$ cat config.mk
export PLATFORM = sky130hd
export DESIGN_NAME = rtc_bcd_core
export DESIGN_NICKNAME = d
export VERILOG_FILES = /design/src/rtl/rtc_bcd_core.sv
export SDC_FILE = /design/constraint.sdc
export NUM_CORES = 1
export LEC_CHECK = 0
export BUFFER_PORTS_ARGS = -buffer_cell sky130_fd_sc_hd__buf_2
export CAP_MARGIN = 0
export CORE_AREA = 3 3 120 64
export CTS_BUF_LIST = sky130_fd_sc_hd__clkbuf_2 sky130_fd_sc_hd__clkbuf_4 sky130_fd_sc_hd__clkbuf_8
export CTS_CLUSTER_DIAMETER = 40
export CTS_CLUSTER_SIZE = 20
export DETAILED_ROUTE_END_ITERATION = 7
export DIE_AREA = 0 0 123 67
export PLACE_DENSITY = 0.7
export SLEW_MARGIN = 30
export SYNTH_ARGS = -nofsm -noshare
export SYNTH_HDL_FRONTEND = slang
export SYNTH_SLANG_ARGS = --single-unit
export TNS_END_PERCENT = 20
$ cat constraint.sdc
create_clock -name clk -period 4.75 [get_ports clk]
set_input_delay 0.475 -clock clk [delete_from_list [all_inputs] [get_ports clk]]
set_output_delay 0.475 -clock clk [all_outputs]
set_load 0.01 [all_outputs]
$ cat src/rtl/rtc_bcd_core.sv
`default_nettype none
// ============================================================================
// Module   : rtc_bcd_core
// Purpose  : BCD time-of-day core (hh:mm:ss). It runs on the system clock and
//            advances on an internal clock-enable tick. It has manual hour and
//            minute adjust buttons, a 12/24-hour mode, and an hourly chime of
//            configurable length.
// Optional : Define RTC_ALARM_EN to add the alarm compare/latch logic and
//            its ports.
// Params   : CLK_HZ, TICK_HZ  - tick period = CLK_HZ/TICK_HZ cycles (>= 2)
//            MODE_12H         - 0: hours 00..23, 1: hours 01..12 with pm flag
//            CHIME_SECS       - ticks the chime stays high (1..59)
// Ports    : clk, rst        - system clock, synchronous active-high reset
//            en              - run enable (freezes divider/time/chime when 0)
//            adj_hour/adj_min- asynchronous button levels, +1 per rising edge
//            hour/min/sec    - BCD fields, tens in [7:4], units in [3:0]
//            pm              - PM flag (12 h mode only, else 0)
//            tick            - one-cycle pulse per divider wrap
//            chime           - top-of-hour signal
//            alarm_*         - (RTC_ALARM_EN) alarm time, arm, ack inputs
//            alarm           - (RTC_ALARM_EN) alarm output
// Revision : 1.0 - initial release
// ============================================================================
module rtc_bcd_core #(
    parameter int CLK_HZ     = 100000000,
    parameter int TICK_HZ    = 1,
    parameter int MODE_12H   = 0,
    parameter int CHIME_SECS = 3
) (
    input  logic       clk,
    input  logic       rst,
    input  logic       en,
    input  logic       adj_hour,
    input  logic       adj_min,
`ifdef RTC_ALARM_EN
    input  logic [7:0] alarm_hour,
    input  logic [7:0] alarm_min,
    input  logic       alarm_pm,
    input  logic       alarm_arm,
    input  logic       alarm_ack,
    output logic       alarm,
`endif
    output logic [7:0] hour,
    output logic [7:0] min,
    output logic [7:0] sec,
    output logic       pm,
    output logic       tick,
    output logic       chime
);

    // ------------------------------------------------------------------------
    // Constants
    // ------------------------------------------------------------------------
    localparam int                 c_DIV_TC    = (CLK_HZ / TICK_HZ) - 1;
    localparam int                 c_DIV_W     = (c_DIV_TC > 1) ? $clog2(c_DIV_TC + 1) : 1;
    localparam logic [c_DIV_W-1:0] c_DIV_TC_V  = c_DIV_TC[c_DIV_W-1:0];
    localparam logic [7:0]         c_HOUR_RST  = (MODE_12H != 0) ? 8'h12 : 8'h00;
    localparam logic [5:0]         c_CHIME_LD  = CHIME_SECS[5:0];

    // ------------------------------------------------------------------------
    // BCD helpers
    // ------------------------------------------------------------------------
    // Two-digit BCD +1 (no field wrap; the caller handles the field limit).
    function automatic logic [7:0] bcd_inc(input logic [7:0] v);
        logic [7:0] r;
        if (v[3:0] == 4'd9) r = {v[7:4] + 4'd1, 4'd0};
        else                r = {v[7:4], v[3:0] + 4'd1};
        return r;
    endfunction

    // Seconds/minutes step: returns {carry, next}, 59 -> 00 with carry.
    function automatic logic [8:0] sixty_inc(input logic [7:0] v);
        logic [8:0] r;
        if (v == 8'h59) r = {1'b1, 8'h00};
        else            r = {1'b0, bcd_inc(v)};
        return r;
    endfunction

    // Hour step shared by the time advance and the hour button: returns {pm, hour}.
    function automatic logic [8:0] hour_step(input logic [7:0] h, input logic p);
        logic [8:0] r;
        if (MODE_12H != 0) begin
            if (h == 8'h11)      r = {~p, 8'h12};   // 11 -> 12 crosses noon/midnight
            else if (h == 8'h12) r = {p, 8'h01};
            else                 r = {p, bcd_inc(h)};
        end else begin
            if (h == 8'h23)      r = {1'b0, 8'h00};
            else                 r = {1'b0, bcd_inc(h)};
        end
        return r;
    endfunction

    // ------------------------------------------------------------------------
    // State
    // ------------------------------------------------------------------------
    logic [c_DIV_W-1:0] div_q,    div_d;
    logic               tick_q,   tick_d;
    logic [7:0]         hour_q,   hour_d;
    logic [7:0]         min_q,    min_d;
    logic [7:0]         sec_q,    sec_d;
    logic               pm_q,     pm_d;
    logic               chime_q,  chime_d;
    logic [5:0]         ccnt_q,   ccnt_d;
    // Button synchronizer (two flops) plus the edge-detect history flop.
    logic [2:0]         hsync_q,  hsync_d;
    logic [2:0]         msync_q,  msync_d;
    logic               hpulse_q, hpulse_d;
    logic               mpulse_q, mpulse_d;
`ifdef RTC_ALARM_EN
    logic               alarm_q,  alarm_d;
    logic               adv_q,    adv_d;
    logic [5:0]         acnt_q,   acnt_d;
    logic               w_match;
`endif

    logic               w_adj_any;
    logic               w_sec_c;
    logic [7:0]         w_sec_n;
    logic               w_min_c;
    logic [7:0]         w_min_n;
    logic               w_pm_n;
    logic [7:0]         w_hour_n;
    logic               w_rollover;

    // ------------------------------------------------------------------------
    // Next-state logic
    // ------------------------------------------------------------------------
    always_comb begin
        div_d    = div_q;
        tick_d   = 1'b0;
        hour_d   = hour_q;
        min_d    = min_q;
        sec_d    = sec_q;
        pm_d     = pm_q;
        chime_d  = chime_q;
        ccnt_d   = ccnt_q;

        // The button pulse is registered, so it appears 3 cycles after the
        // input edge (two sync stages plus the pulse flop).
        hsync_d  = {hsync_q[1:0], adj_hour};
        msync_d  = {msync_q[1:0], adj_min};
        hpulse_d = hsync_q[1] & ~hsync_q[2];
        mpulse_d = msync_q[1] & ~msync_q[2];

        w_adj_any            = hpulse_q | mpulse_q;
        {w_sec_c, w_sec_n}   = sixty_inc(sec_q);
        {w_min_c, w_min_n}   = sixty_inc(min_q);
        {w_pm_n, w_hour_n}   = hour_step(hour_q, pm_q);
        w_rollover           = tick_q & ~w_adj_any & w_sec_c & w_min_c;

        // Divider. A minute adjust restarts the second, so the divider is
        // cleared instead of wrapping. That case is not a wrap, so no tick.
        if (mpulse_q) begin
            div_d = '0;
        end else if (en) begin
            if (div_q == c_DIV_TC_V) begin
                div_d  = '0;
                tick_d = 1'b1;
            end else begin
                div_d  = div_q + c_DIV_W'(1);
            end
        end

        // Time fields. An adjust takes precedence and swallows a coincident
        // tick. The advance keys on tick_q alone: a tick that was already
        // emitted still counts even if en drops in that cycle.
        if (w_adj_any) begin
            if (mpulse_q) begin
                min_d = w_min_n;          // 59 -> 00, deliberately no hour carry
                sec_d = 8'h00;
            end
            if (hpulse_q) begin
                hour_d = w_hour_n;
                pm_d   = w_pm_n;
            end
        end else if (tick_q) begin
            sec_d = w_sec_n;
            if (w_sec_c) begin
                min_d = w_min_n;
                if (w_min_c) begin
                    hour_d = w_hour_n;
                    pm_d   = w_pm_n;
                end
            end
        end

        // Chime. Only a natural top-of-hour (re)loads the countdown. The
        // countdown steps on each tick after that, and the chime drops once
        // the count reaches zero.
        if (w_rollover) begin
            chime_d = 1'b1;
            ccnt_d  = c_CHIME_LD;
        end else if (tick_q && chime_q) begin
            ccnt_d = ccnt_q - 6'd1;
            if (ccnt_q == 6'd1) chime_d = 1'b0;
        end

`ifdef RTC_ALARM_EN
        // adv_q marks the cycle where a tick-driven update becomes visible,
        // so adjust-driven matches are ignored.
        adv_d   = tick_q & ~w_adj_any;
        alarm_d = alarm_q;
        acnt_d  = acnt_q;
        w_match = adv_q && (sec_q == 8'h00) && (hour_q == alarm_hour) &&
                  (min_q == alarm_min) && ((MODE_12H == 0) || (pm_q == alarm_pm));
        if (alarm_q) begin
            if (alarm_ack || !alarm_arm) begin
                alarm_d = 1'b0;
            end else if (tick_q) begin
                acnt_d = acnt_q + 6'd1;
                if (acnt_q == 6'd59) alarm_d = 1'b0;   // 60th tick since set
            end
        end else if (w_match && alarm_arm && !alarm_ack) begin
            alarm_d = 1'b1;
            acnt_d  = 6'd0;
        end
`endif
    end

    // ------------------------------------------------------------------------
    // Registers
    // ------------------------------------------------------------------------
    always_ff @(posedge clk) begin
        if (rst) begin
            div_q    <= '0;
            tick_q   <= 1'b0;
            hour_q   <= c_HOUR_RST;
            min_q    <= 8'h00;
            sec_q    <= 8'h00;
            pm_q     <= 1'b0;
            chime_q  <= 1'b0;
            ccnt_q   <= 6'd0;
            hsync_q  <= 3'b000;
            msync_q  <= 3'b000;
            hpulse_q <= 1'b0;
            mpulse_q <= 1'b0;
`ifdef RTC_ALARM_EN
            alarm_q  <= 1'b0;
            adv_q    <= 1'b0;
            acnt_q   <= 6'd0;
`endif
        end else begin
            div_q    <= div_d;
            tick_q   <= tick_d;
            hour_q   <= hour_d;
            min_q    <= min_d;
            sec_q    <= sec_d;
            pm_q     <= pm_d;
            chime_q  <= chime_d;
            ccnt_q   <= ccnt_d;
            hsync_q  <= hsync_d;
            msync_q  <= msync_d;
            hpulse_q <= hpulse_d;
            mpulse_q <= mpulse_d;
`ifdef RTC_ALARM_EN
            alarm_q  <= alarm_d;
            adv_q    <= adv_d;
            acnt_q   <= acnt_d;
`endif
        end
    end

    assign hour  = hour_q;
    assign min   = min_q;
    assign sec   = sec_q;
    assign pm    = (MODE_12H != 0) ? pm_q : 1'b0;
    assign tick  = tick_q;
    assign chime = chime_q;
`ifdef RTC_ALARM_EN
    assign alarm = alarm_q;
`endif

endmodule
`default_nettype wire

# Word level (Yosys, flattened, before mapping)

Index checks and enable logic that the tools add are counted.

Bits in writable memories: 0
Flip-flop bits (word level): 67
Latch bits: 0
ROM bits: 0
Word-level logic and storage cells: 81
Memories kept: 0
Input bits: 5
Output and inout port bits: 27

Bitwise logic cells: 10
Magnitude comparators: 0
$add $sub $neg: 8
Reductions and logical operators: 15
Muxes and demuxes: 25
$mul: 0
Eq/ne operators: 10
Shifts and indexed selects: 0
Divide/modulo/power cells: 0

Operators with widths:

| operator                | number |
|---|---|
| $mux W8                 | 16 |
| $add A27 B1 Y27 const B | 1 |
| $eq A27 B27 Y1 const B  | 1 |
| $mux W27                | 1 |
| $add A4 B1 Y4 const B   | 6 |
| $mux W9                 | 2 |
| $eq A8 B7 Y1 const B    | 2 |
| $eq A4 B4 Y1 const B    | 3 |
| $reduce_bool A2 Y1      | 5 |
| $eq A8 B6 Y1 const B    | 1 |
| $eq A6 B1 Y1 const B    | 1 |
| $reduce_and A3 Y1       | 2 |
| $sub A6 B1 Y6 const B   | 1 |
| $and A1 B1 Y1           | 5 |
| $mux W1                 | 4 |
| $mux W2                 | 2 |
| $ne A2 B2 Y1 const B    | 2 |
| $not A1 Y1              | 4 |
| $reduce_and A2 Y1       | 2 |
| $reduce_and A4 Y1       | 1 |
| $reduce_or A2 Y1        | 2 |
| $reduce_bool A3 Y1      | 1 |
| $reduce_or A3 Y1        | 1 |
| $logic_and A1 B1 Y1     | 1 |
| $or A1 B1 Y1            | 1 |

# Logic depth before layout (Yosys ltp)

Depth in word-level cells: 7
Mapped depth: 8
Depth with buffers taken out: 6

# Worst setup path before layout

Ideal clock, no wire load.

Path kind: reg-to-reg
Start: register min_q[0] (netlist: min[0])
End: register hour_q[0] (netlist: hour[0])
Library setup time: 70 ps
Arrival: 1873 ps
Clock period less this slack: 1943 ps
Path buffers: 1
Path slack: 2807 ps
Stages on the path, launching flop included: 7
Data required time: 4680 ps
Path through: dfxtp_1 > ha_1 > nor4bb_1 > a41oi_1 > clkbuf_1 > or3b_1 > a21oi_1

Longest elaborated chain between the ends: 4

RTL lines:

| element                             | RTL line | RTL |
|---|---|---|
| start: declaration                  | 99       | `logic [7:0] min_q, min_d;` |
| start signal: assignment            | 246      | `min_q <= min_d;` |
| $eq A8 B7 Y1                        | 74       | `if (v == 8'h59) r = {1'b1, 8'h00};` |
| $mux W9                             | 74       |  |
| $reduce_bool A2 Y1 (no source line) | --       |  |
| $reduce_and A4 Y1 (no source line)  | --       |  |
| end signal: assignment              | 227      | `hour_q <= c_HOUR_RST;` |
| end signal: assignment              | 245      | `hour_q <= hour_d;` |
| end: declaration                    | 98       | `logic [7:0] hour_q, hour_d;` |

No other way between the ends.
A chain may end at the register's enable or synchronous reset.

# Worst setup path in the final report

Start: register min_q[0] (netlist: min[0])
End: register hour_q[2] (netlist: hour[2])

The elaborated chain is that of the path after synthesis.

==> metrics.md <==
| Metric | Value |
|---|---|
| CTS tree | built |
| Post-cts sizing count | 0 |
| GP Congestion | 0.852 |
| Netlist Area Pre-Place | 0.00333 sq mm |
| IO Port Bufs | 30 |
| Root Driver | clkbuf_8 |
| Fillcell total | 585 |
| DRC | 0 |
| Setup TNS Final | 0 ns |
| Clock Path Buffers | 2 |
| Dominant cells by area after synthesis | dfxtp_1, ha_1, a21oi_1 |
| Most frequent cell after synthesis | dfxtp_1 |
| Gate Count Post-Synth | 373 |
| Count of final setup violators | 0 |
| First-pass GRT wire length | 11700 microns |
| Mapped Nets | 393 |
| Power density over cell area | 282 mW/mm^2 |
| Total GRT Usage | 17.6% |
| Hold Path Class | in2reg |
| Final min period | 2.26 ns |
| Post-synthesis sequential area ratio | 40.2% |
| Hold depth | 2 |
| Maximum vdd ir drop | 123 uV |
| # hold bufs at CTS | 0 |
| CP bufs+invs | 0 |
| Main synth FF type | dfxtp_1 |
| Critical-path cell list | ha_1 > nor4bb_1 > a41oi_2 > or4b_1 > a21oi_1 |
| Initial DRC count | 170 |
| Die ar. | 0.00824 sq mm |
| Routed Antenna Nets | 0 |
| CP max FO | 16 |
| Met2 WL | 3320 microns |
| Setup crit end kind | flop |
| Share of cells above drive strength 1 | 14.6% |
| R2R cell count | 5 |
| Fin. Hold Viols | 0 |
| Synthesized area per cell | 8.94 sq um |
| Width of the die | 123 microns |
| Area delta synth->final | 11.3% |
| Vias in the first global route | 2697 |
| Post-synth EDFFs | 0 |
| Top-Level Pins | 32 |
| Cell taking the most area after synthesis | dfxtp_1 |
| Post-CTS setup buffers | 0 |
| Final net count | 414 |
| Crit path max-delay family | simple AND/OR/NAND/NOR gates |
| Total chip power | 0.00105 W |
| Height of the die | 67 microns |
| WL met1 | 3200 microns |
| Worst Setup Slack, final | 2.49 ns |
| Clk_lat worst skew | 0.34 ns |
| Vias/cell | 5.82 |
| Site Rows | 21 |
| Tcrit/Tclk final | 47.6% |
| Clock sink count | 67 |
| H-Tree Depth | 3 |
| Clock Pin Slew Worst Setup and Hold Paths | 0.07 ns |
| Pre-CTS WS | 2.38 ns |
| Largest net degree at the start of global routing | 34 |
| Synthesized flop and latch total | 67 |
| Skew final | 0.00568 ns |
| Initial Util | 50.1% |
| WP data arrival | 2.53 ns |
| Initial antenna violation count | 0 |
| Highest clock rate | 443 MHz |
| Post-route insts no fill | 490 |
| Max-cap violations | 0 |
| DP HPWL | 4800 microns |
| DR WL/cell | 14.0 microns |
| Worst Tran Pin Value | 0.649 ns |
| Num CTS Buffers | 9 |
| Uppermost layer routed | met4 |
| Placed cells | 475 |
| Gr ovfl total | 0 |
| WL met3 | 271 microns |
| Final wirelength | 6860 microns |
| RSZ-0062 raised after global routing | no |
| CP peak stage delay | 0.57 ns |
| Startpoint types | flop |
| Slowest-stage cell, CP | or4b_1 |
| Worst hold slack | 0.344 ns |
| Synth cell types | 50 |
| Post-synthesis async set-or-reset flop share | 0% |
| Routed vias | 2851 |
| Stages on the worst setup path | 5 |
| Max-slew violations | 0 |
| WP data required | 5.02 ns |
| Kind of critical path | reg2reg |
| Leakage | 1.32 nW |
| Most common library cells after synthesis | dfxtp_1, a21oi_1, nand2_1 |
| Slew headroom | 56.7% |
| Ys Warns | 0 |
| Drt first pass iters | 4 |
| Top cell type's share of synthesized area | 40.2% |
| Outcome | complete, no violations |
| Inserted Diodes | 0 |
| Core area | 0.00665 sq mm |
## final timing paths
| kind | slack (ns) | start | endpoint |
|---|---|---|---|
| worst max-delay path | 2.49 | min[0]$_SDFFE_PP0P_ | hour[2]$_SDFFE_PP0P_ |
| worst min-delay path | 0.34 | adj_min | msync_q[0]$_SDFF_PP0_ |
| worst max register to register | 2.49 | min[0]$_SDFFE_PP0P_ | hour[2]$_SDFFE_PP0P_ |
| worst min register to register | 0.38 | hsync_q[2]$_SDFF_PP0_ | hpulse_q$_SDFF_PP0_ |
## layer usage
metal | global-route usage (%) | up-vias
li1 | - | 1431
met1 | 19.3 | 1374
met2 | 33.2 | 35
met3 | 5.43 | 11
met4 | 4.83 | 0
met5 | 0 | -
## flip-flops by register name, indices dropped and copies added (netlist names)
| signal | flops |
|---|---|
| hour | 8 |
| chime | 1 |
| ccnt_q | 6 |
| sec | 8 |
| mpulse_q | 1 |
| hsync_q | 3 |
| tick | 1 |
| hpulse_q | 1 |
| div_q | 27 |
| min | 8 |
| msync_q | 3 |
## final cells by class
type                            count  area, sq um  share of cell area, %
Multi-Input combinational cell    272         1860                   50.1
Sequential cell                    67         1340                   36.2
Clock buffer                       14          180                   4.86
Timing Repair Buffer               31          158                   4.25
Tap cell                           92          115                   3.10
Inverter                           13         48.8                   1.32
Clock inverter                      1         7.51                  0.202
## layout by cell type (no fill, tap or decap), types with 10 or more instances in the layout
cell type  synthesis  routed
a211oi_1          11      11
xor2_1            10      10
buf_2              8      30
inv_1             13      13
dfxtp_1           67      67
nor3_1            14      13
nand3_1           13      13
o21ai_0           18      18
or3_1             17      17
a21oi_1           26      26
ha_1              15      15
nand4_1           14      14
nor2_1            17      17
nand2_1           22      22
clkbuf_8           0      12
## report_power, final
part / internal [W] / switching [W]
logic: 0.0000112 / 0.0000198
registers: 0.000568 / 0.00000703
clock network: 0.000241 / 0.000198
## metrics by stage
stage	instance area (sq um)	util (%)
floorplan	3330	-
global placement	3510	52.8
detailed placement	3510	52.8
CTS	3690	55.6
global route	3710	55.8
finish	3710	55.8
## cells by family after synthesis
kind of cell / count (synthesis) / share of synthesized area, %
flip-flops: 67 / 40.2
multiplexers: 1 / 0.300
adder cells (fa/ha/maj): 15 / 5.63
XOR/XNOR: 18 / 4.73
AND/OR/NAND/NOR: 155 / 28.8
other: 1 / 0.113
buffers and inverters: 34 / 4.58
AO/OA/AOI/OAI: 82 / 15.6
Power figures use the tool's default switching activity.
